<file path="src/rtl/mem_seq_pkg.sv">
// mem_seq_pkg: shared defaults and FSM state encoding for the bit-serial
// memory word sequencer (mem_word_seq and its bit counter).
package mem_seq_pkg;

  localparam int WORD_W_DEF = 8;
  localparam int ADDR_W_DEF = 10;
  localparam int SEL_W_DEF  = 2;

  // Encodings match the legacy two-bit state constants.
  typedef enum logic [1:0] {
    IDLE = 2'b00,
    RD   = 2'b01,
    WR   = 2'b10,
    RSP  = 2'b11
  } state_t;

  // Counter width for a WORD_W-bit transfer; at least one bit.
  function automatic int cnt_width(input int word_w);
    return (word_w > 1) ? $clog2(word_w) : 1;
  endfunction

endpackage

</file>
<file path="src/rtl/mem_seq_bitcnt.sv">
// mem_seq_bitcnt: per-transfer bit counter k (0..WORD_W-1) and the wrapped
// bit address base + k (mod 2^ADDR_W).
// Ports:
//   clk, rst  - clock, synchronous active-low reset
//   run       - high while a transfer is shifting bits
//   base      - latched base bit address
//   k         - current bit index
//   last      - k is the final bit of the word
//   addr      - (base + k) truncated to ADDR_W bits
module mem_seq_bitcnt #(
  parameter int WORD_W = 8,
  parameter int ADDR_W = 10,
  parameter int K_W    = 3
) (
  input  logic              clk,
  input  logic              rst,
  input  logic              run,
  input  logic [ADDR_W-1:0] base,
  output logic [K_W-1:0]    k,
  output logic              last,
  output logic [ADDR_W-1:0] addr
);

  always_ff @(posedge clk) begin
    if (!rst) begin
      k <= '0;
    end else if (run && !last) begin
      k <= k + 1'b1;
    end else begin
      k <= '0;
    end
  end

  always_comb begin
    last = (k == K_W'(WORD_W - 1));
    // Truncation to ADDR_W bits gives the silent wrap past the top address.
    addr = base + ADDR_W'(k);
  end

endmodule

</file>
<file path="src/rtl/mem_word_seq.sv">
// mem_word_seq: accepts one word read/write request and serialises it into
// WORD_W single-bit memory accesses (LSB first) at consecutive bit addresses.
// Reads return the assembled word on a valid/ready response port.
// Ports:
//   clk, rst                       - clock, synchronous active-low reset
//   req_valid/req_ready            - request handshake
//   req_write/bank/addr/wdata      - request direction, bank, base address, word
//   rsp_valid/rsp_ready/rsp_data   - response handshake and read word
//   busy                           - any state other than IDLE
//   mem_sel/read_rq/write_rq/addr/wdata/rdata - bit-serial memory interface
// Configuration macro:
//   MEM_SEQ_WRITE_ACK_EN - when defined, writes also produce a response
//                          carrying the written word.
module mem_word_seq
  import mem_seq_pkg::*;
#(
  parameter int WORD_W = WORD_W_DEF,
  parameter int ADDR_W = ADDR_W_DEF,
  parameter int SEL_W  = SEL_W_DEF
) (
  input  logic              clk,
  input  logic              rst,
  input  logic              req_valid,
  output logic              req_ready,
  input  logic              req_write,
  input  logic [SEL_W-1:0]  req_bank,
  input  logic [ADDR_W-1:0] req_addr,
  input  logic [WORD_W-1:0] req_wdata,
  output logic              rsp_valid,
  input  logic              rsp_ready,
  output logic [WORD_W-1:0] rsp_data,
  output logic              busy,
  output logic [SEL_W-1:0]  mem_sel,
  output logic              mem_read_rq,
  output logic              mem_write_rq,
  output logic [ADDR_W-1:0] mem_addr,
  output logic              mem_wdata,
  input  logic              mem_rdata
);

  localparam int K_W = cnt_width(WORD_W);

  state_t            state;
  logic [SEL_W-1:0]  bank_q;
  logic [ADDR_W-1:0] base_q;
  logic [WORD_W-1:0] wdata_q;
  logic [WORD_W-1:0] rdata_q;

  logic              run;
  logic [K_W-1:0]    k;
  logic              last;
  logic [ADDR_W-1:0] bit_addr;

  mem_seq_bitcnt #(
    .WORD_W (WORD_W),
    .ADDR_W (ADDR_W),
    .K_W    (K_W)
  ) u_bitcnt (
    .clk  (clk),
    .rst  (rst),
    .run  (run),
    .base (base_q),
    .k    (k),
    .last (last),
    .addr (bit_addr)
  );

  always_ff @(posedge clk) begin
    if (!rst) begin
      state   <= IDLE;
      bank_q  <= '0;
      base_q  <= '0;
      wdata_q <= '0;
      rdata_q <= '0;
    end else begin
      case (state)
        IDLE: begin
          if (req_valid) begin
            bank_q  <= req_bank;
            base_q  <= req_addr;
            wdata_q <= req_wdata;
            state   <= req_write ? WR : RD;
          end
        end
        RD: begin
          rdata_q[k] <= mem_rdata;
          if (last) state <= RSP;
        end
        WR: begin
`ifdef MEM_SEQ_WRITE_ACK_EN
          rdata_q[k] <= wdata_q[k];
          if (last) state <= RSP;
`else
          if (last) state <= IDLE;
`endif
        end
        RSP: begin
          if (rsp_ready) state <= IDLE;
        end
        default: state <= IDLE;
      endcase
    end
  end

  always_comb begin
    run          = (state == RD) || (state == WR);
    req_ready    = (state == IDLE);
    busy         = (state != IDLE);
    rsp_valid    = (state == RSP);
    rsp_data     = rdata_q;
    mem_read_rq  = (state == RD);
    mem_write_rq = (state == WR);
    mem_sel      = busy ? bank_q : '0;
    mem_addr     = run ? bit_addr : '0;
    mem_wdata    = (state == WR) ? wdata_q[k] : 1'b0;
  end

endmodule

</file>
<file path="config.mk">
export PLATFORM = sky130hd
export DESIGN_NAME = mem_word_seq
export DESIGN_NICKNAME = d
export VERILOG_FILES = /design/src/rtl/mem_seq_pkg.sv /design/src/rtl/mem_seq_bitcnt.sv /design/src/rtl/mem_word_seq.sv
export SDC_FILE = /design/constraint.sdc
export NUM_CORES = 1
export LEC_CHECK = 0
export CAP_MARGIN = 20
export CORE_MARGIN = 2
export CORE_UTILIZATION = 50
export DETAILED_ROUTE_END_ITERATION = 10
export MAX_ROUTING_LAYER = met4
export PLACE_DENSITY = 0.94
export SYNTH_ARGS = -nofsm -noshare
export SYNTH_HDL_FRONTEND = slang
export SYNTH_SLANG_ARGS = --single-unit
</file>
<file path="constraint.sdc">
create_clock -name clk -period 3.1 [get_ports clk]
set_input_delay 0.31 -clock clk [delete_from_list [all_inputs] [get_ports clk]]
set_output_delay 0.31 -clock clk [all_outputs]
set_load 0.02 [all_outputs]
</file>
==> results of run 1 <==
cells by family after synthesis:
| family | after synthesis |
|---|---|
| fa+ha+maj | 11 |
| buf+inv | 15 |
| compound gates | 29 |
| flops | 33 |
| xor+xnor | 7 |
| mux | 11 |
| simple gates | 93 |
cells in the mapped netlist:
library cell / count
a21oi_1: 3
a21boi_0: 20
mux4_2: 2
o221ai_2: 1
ha_1: 10
nand2b_1: 2
and2_1: 10
inv_1: 4
nand3_1: 4
nor3b_1: 2
nand3b_1: 1
nor4b_1: 1
fa_1: 1
nor2_1: 8
clkbuf_1: 8
nor2b_1: 6
a21o_1: 1
nor3_1: 1
a21boi_2: 1
buf_2: 3
nand4_1: 3
nand2b_4: 1
and4_1: 1
nor2_2: 1
mux2i_1: 9
dfxtp_1: 33
a211oi_1: 2
xor2_1: 4
nand4b_1: 2
and4b_1: 2
xnor2_1: 3
a211o_1: 1
nand2_1: 48
worst reg2reg max path, delay by kind of cell (launching register included):
family | cells | cell delay [ns]
compound gates | 1 | 0.20
fa+ha+maj | 1 | 0.34
buf+inv | 1 | 0.12
flops | 1 | 0.34
simple gates | 2 | 0.76
registers in the layout (all words and copies together), names as in the netlist:
name	flops
rsp_data	8
bank_q	2
wdata_q	8
u_bitcnt.k	3
state	2
base_q	10
cell type report:
class,count,area [um2]
Fill cell,275,985
Clock inverter,1,5.00
Clock buffer,7,65.1
Timing Repair Buffer,52,518
Inverter,4,15.0
Multi-Input combinational cell,151,1030
Sequential cell,33,663
Tap cell,46,57.6
worst min-delay path by stage:
stage,from,end,slack [ns]
2_1_floorplan,bank_q[0],bank_q[0],0.44
3_3_place_gp,bank_q[1],bank_q[1],0.45
3_5_place_dp,wdata_q[7],wdata_q[7],0.46
4_1_cts,wdata_q[7],wdata_q[7],0.47
5_1_grt,wdata_q[4],wdata_q[4],0.49
6_report,wdata_q[2],wdata_q[2],0.47
per-stage QoR:
step           power (uW)  hold slack [ns]  std cells  utilization
2_1_floorplan        1020            0.439        199            -
3_3_place_gp         1230            0.447        286        0.683
3_5_place_dp         1260            0.459        286        0.683
4_1_cts              1530            0.473        294        0.704
5_1_grt              1620            0.489        294        0.705
6_report             1520            0.469        294        0.705
routing by layer:
layer / wire length (um) / part of all wire / vias up
li1: - / - / 766
met1: 1750 / 0.45 / 701
met4: 80 / 0.021 / 0
met2: 1900 / 0.49 / 32
met3: 133 / 0.035 / 8
met5: 0 / 0 / -
repair_timing:
item                                    CTS  global route
gates resized for setup                   0             2
endpoints found under the setup margin    0             2
hold buffers                              0             0
report_power, final:
| part | internal [uW] | switching, uW |
|---|---|---|
| Combinational | 305 | 370 |
| Sequential | 496 | 74.4 |
| Clock | 131 | 148 |
cells in the final DEF, fill, tap and decap left out, types with 3 or more instances in the layout:
master	synthesis	final
a21boi_0	20	20
a21oi_1	3	3
and2_1	10	10
clkbuf_4	0	5
clkdlybuf4s50_1	0	51
dfxtp_1	33	31
ha_1	10	10
inv_1	4	4
mux2i_1	9	9
nand2_1	48	48
nand3_1	4	4
nand4_1	3	3
nor2_1	8	8
nor2b_1	6	6
xnor2_1	3	3
xor2_1	4	4
==> metrics.txt, run 1 <==
CP Class=reg -> out; global-route wire length before repair=6.52 mm; mapped cell area=1750 um2; Reg-to-Reg End=wdata_q[0]; die area=3990 um2; sequential-to-total area share from yosys stat=0.378; post-synthesis instance total=199; fraction of the mapped netlist area in adder cells=0.0830; CTS tree=built; Slew Limit Fails=0; synthesis-to-finish area growth=34.5%; number of core rows=21; via count=1507; crit path capture=mem_addr[6]; DRT iter0 DRCs=38; Critical Path AT=2.56 ns; max-cap violations=0; CTS max path bufs=2; met2 Track Usage GR=0.347; CTS root buf=clkbuf_4; WP buf/inv=1; Power Density=648 nW/um2; clk_lat worst skew=0.34 ns; CP Launch Type=register; vias in the first global route=1453; DIE HEIGHT=63.1 um; post-synth top area share=0.378; # setup viols final=0; Fmax achieved=349 MHz; count of different cell masters after synthesis=33; final antenna-violating net count=0; gr usage total=0.213; slew margin rel.=0.545; CORE AREA=3340 um2; cell taking the most area after synthesis=dfxtp_1; Hold WC Path Type=reg -> reg; DRC viols=0; remaining global-route overflow=0; Max VDD drop=0.329 mV; htree depth=2; unrepaired setup endpoints after global routing=false; Top Family by Delay on Critical Path=adder cells; crit path time final=2.87 ns; layout cells sized above 1=0.0685; total CTS buffers=5; Hold Vio Cnt, Final=0; Port Buf Inserts=51; Crit Reg-Reg Startpoint=state[1]; pre-CTS setup slack=0.511 ns; R2R depth=5; Synth Area in Simple Gates=0.265; layer carrying the most global-route usage=met2; Slowest-stage cell, CP=clkdlybuf4s50_1; CP Data Required Time=2.79 ns; Crit. Startpoint=u_bitcnt.k[0]; layout net count=284; Synth area leaders=dfxtp_1 38%, nand2_1 10%, a21boi_0 8.6%, ha_1 7.2%, mux2i_1 5.2%; Initial Util=0.524; status=complete, no violations; initial antenna violation count=0; Compound-Gate Fraction of Synth Area=0.127; post-CTS setup buffers=0; post-DR vias/cell=5.13; Area after DPL=2280 um2; Pre-Repair DR Iteration Count=5; total wire length=3.86 mm; setup TNS=0 ns; final worst path period share=0.925; Hold Path Cell Cnt=2; R2R setup slack=1.26 ns; main combinational cell family by area after synthesis=simple AND/OR/NAND/NOR gates; mux contribution to synthesized area=0.0773; syn_area_per_cell=8.79 um2; # clock sinks=33; I/O pins=52; crit end category=output port; GP Congestion=0.787; Static Leak=0.000950 uW; Crit path depth=7; Worst path max stage delay=0.60 ns; grt met3 use=0.0500; Cell Chain, Critical Path=ha_1 -> fa_1 -> a21o_1 -> nand4_1 -> xnor2_1 -> and2_1 -> clkdlybuf4s50_1; final instance area=2350 um2; Clock transition at path regs=0.10 ns; synthesized flop and latch total=33; Setup WS post-layout=0.232 ns; XOR/XNOR Fraction of Synth Area=0.0351; Die X-Extent=63.1 um; GR Util met1=0.250; worst slew pin tran=0.683 ns; pin count of the biggest net entering global routing=27; warnings from Yosys=0; HPWL Detailed=2.85 mm; Syn Nets=236; DR WL/cell=13.1 um; critical-path maximum fanout=10; n_diodes=0; clock skew=0.00883 ns
Power figures use the tool's default switching activity.
==> run 2: changes to the inputs <==
--- a/config.mk
+++ b/config.mk
@@ -6,8 +6,10 @@
 export NUM_CORES = 1
 export LEC_CHECK = 0
 export CAP_MARGIN = 20
-export CORE_MARGIN = 2
-export CORE_UTILIZATION = 50
+export CELL_PAD_IN_SITES_DETAIL_PLACEMENT = 0
+export CELL_PAD_IN_SITES_GLOBAL_PLACEMENT = 1
+export CORE_MARGIN = 10
+export CORE_UTILIZATION = 37
 export DETAILED_ROUTE_END_ITERATION = 10
 export MAX_ROUTING_LAYER = met4
 export PLACE_DENSITY = 0.94
==> metrics.txt, run 2 (synthesis results as in run 1) <==
critical-path maximum fanout=10 (unchanged); Slowest-stage cell, CP=clkdlybuf4s50_1; total CTS buffers=5 (unchanged); I/O pins=52 (unchanged); slew margin rel.=0.527 (-0.0172); global-route wire length before repair=6.67 mm (+2.2%); total wire length=4.24 mm (+9.9%); GP Congestion=0.796 (+1.2%); max FFs per register=10 (unchanged); Worst path max stage delay=0.60 ns (about the same); CTS max path bufs=2 (unchanged); Die X-Extent=88.8 um (+41%); Initial Util=0.391 (-0.133); post-CTS setup buffers=0 (unchanged); Pre-Repair DR Iteration Count=4 (-1); DRT iter0 DRCs=101 (+170%); Fmax achieved=346 MHz (-0.83%); commonest non-fill, non-tap cells in the layout=51 x clkdlybuf4s50_1, 48 x nand2_1, 33 x dfxtp_1; Max VDD drop=0.279 mV (-15%); internal power=976 uW (+4.7%); clk_lat worst skew=0.27 ns (-0.07 ns); Critical Path AT=2.58 ns (+0.02 ns); # clock sinks=33 (unchanged); CTS tree=built; sw power=584 uW (-1.3%); crit path time final=2.89 ns (+0.0239 ns); clock skew=0.00796 ns (-0.000874 ns); worst slew pin tran=0.709 ns (+0.0259 ns); Power Density=657 nW/um2 (+1.4%); crit end category=output port; htree depth=2 (unchanged); Slew Limit Fails=0 (unchanged); final antenna-violating net count=0 (unchanged); Top Family by Delay on Critical Path=adder cells; commonest non-fill, non-tap cell in the layout=clkdlybuf4s50_1; Cell Chain, Critical Path=ha_1 -> fa_1 -> a21o_1 -> nand4_1 -> xnor2_1 -> and2_1 -> clkdlybuf4s50_1; n_diodes=0 (unchanged); cts repair resizes=0 (unchanged); Reg power frac=0.366 (-0.008); CP Data Required Time=2.79 ns (about the same); DR WL/cell=14.2 um (+8.1%); Hold WC Path Type=reg -> reg; # setup viols final=0 (unchanged); synthesis-to-finish area growth=35.7%; final worst path period share=0.933 (+0.00771); Biggest register=base_q; switching portion of total power=0.374 (-0.0139); Clock transition at path regs=0.07 ns (-0.03 ns); Clock Power Share=0.204 (+0.021); remaining global-route overflow=0 (unchanged); status=complete, no violations; via count=1440 (-4.4%); pin count of the biggest net entering global routing=27 (unchanged); CORE AREA=4470 um2 (+34%); WP buf/inv=1 (unchanged); gr usage total=0.112 (-0.101); HPWL Detailed=3.29 mm (+15%); vias in the first global route=1383 (-4.8%); post-DR vias/cell=4.82 (-6.0%); Fillers=436 (+59%); layout cells sized above 1=0.0526 (-0.0159); DIE HEIGHT=88.8 um (+41%); Hold Vio Cnt, Final=0 (unchanged); setup TNS=0 ns (unchanged); CTS root buf=clkbuf_8; CP Launch Type=register; Logic pwr share=0.430 (-0.013); unrepaired setup endpoints after global routing=false; CP Class=reg -> out; layout net count=284 (unchanged); Static Leak=0.000952 uW (+0.22%); R2R setup slack=1.32 ns (+0.06 ns); die area=7880 um2 (+98%); Hold-fix buffers, CTS=0 (unchanged); Port Buf Inserts=51 (unchanged); DRC viols=0 (unchanged); initial antenna violation count=0 (unchanged); Tot Pwr=1560 uW (+2.3%); max-cap violations=0 (unchanged); number of core rows=24 (+14%)
==> run 2: cell types whose count changed in the layout (fill, tap and decap cells not counted) <==
cell / previous run / this run
clkbuf_4: 5 / 0
clkbuf_8: 2 / 6
dfxtp_1: 31 / 33
dfxtp_2: 2 / 0
clkbuf_1: 0 / 1
clkinv_2: 1 / 0
==> run 2: cell type report <==
type / count / area (um2) / share of cell area
Clock buffer: 7 / 86.3 / 0.0364
Inverter: 4 / 15.0 / 0.00633
Multi-Input combinational cell: 151 / 1030 / 0.433
Sequential cell: 33 / 661 / 0.278
Tap cell: 52 / 65.1 / 0.0274
Timing Repair Buffer: 52 / 518 / 0.218
==> run 2: path summary, 6_finish.rpt <==
path                                     from  depth (start not counted)          end
worst max-delay path            u_bitcnt.k[0]                          7  mem_addr[6]
worst min-delay path                bank_q[1]                          2    bank_q[1]
worst max register to register       state[1]                          5   wdata_q[4]
worst min register to register      bank_q[1]                          2    bank_q[1]
==> run 2: worst reg2reg max path, delay by kind of cell (launching register included) <==
kind	cells	cell delay [ns]
AO/OA/AOI/OAI	1	0.16
AND/OR/NAND/NOR	2	0.78
adder cells (fa/ha/maj)	1	0.31
flip-flops	1	0.34
buffers and inverters	1	0.12
==> run 2: power groups by stage <==
stage	registers (uW)	clock network, uW	logic [uW]
after floorplan	548	0	469
after global placement	577	0	674
after detailed placement	580	0	682
after CTS	570	330	686
after global routing	585	348	742
final	571	319	671
==> run 2: per-layer routing <==
metal / vias up / part of all wire / global-route usage
met5: - / 0 / -
met4: 0 / 0.019 / 0.0543
met2: 20 / 0.52 / 0.189
li1: 762 / - / -
met1: 652 / 0.44 / 0.123
met3: 6 / 0.024 / 0.0202
==> run 2: per-stage QoR <==
step	hold slack (ns)	utilization	cells	instance area [um2]	setup slack, ns
floorplan	0.439	-	199	1750	1.26
global placement	0.449	0.511	292	2290	0.570
detailed placement	0.452	0.511	292	2290	0.493
CTS	0.461	0.530	299	2370	0.180
global route	0.482	0.530	299	2370	0.0392
finish	0.462	0.530	299	2370	0.208
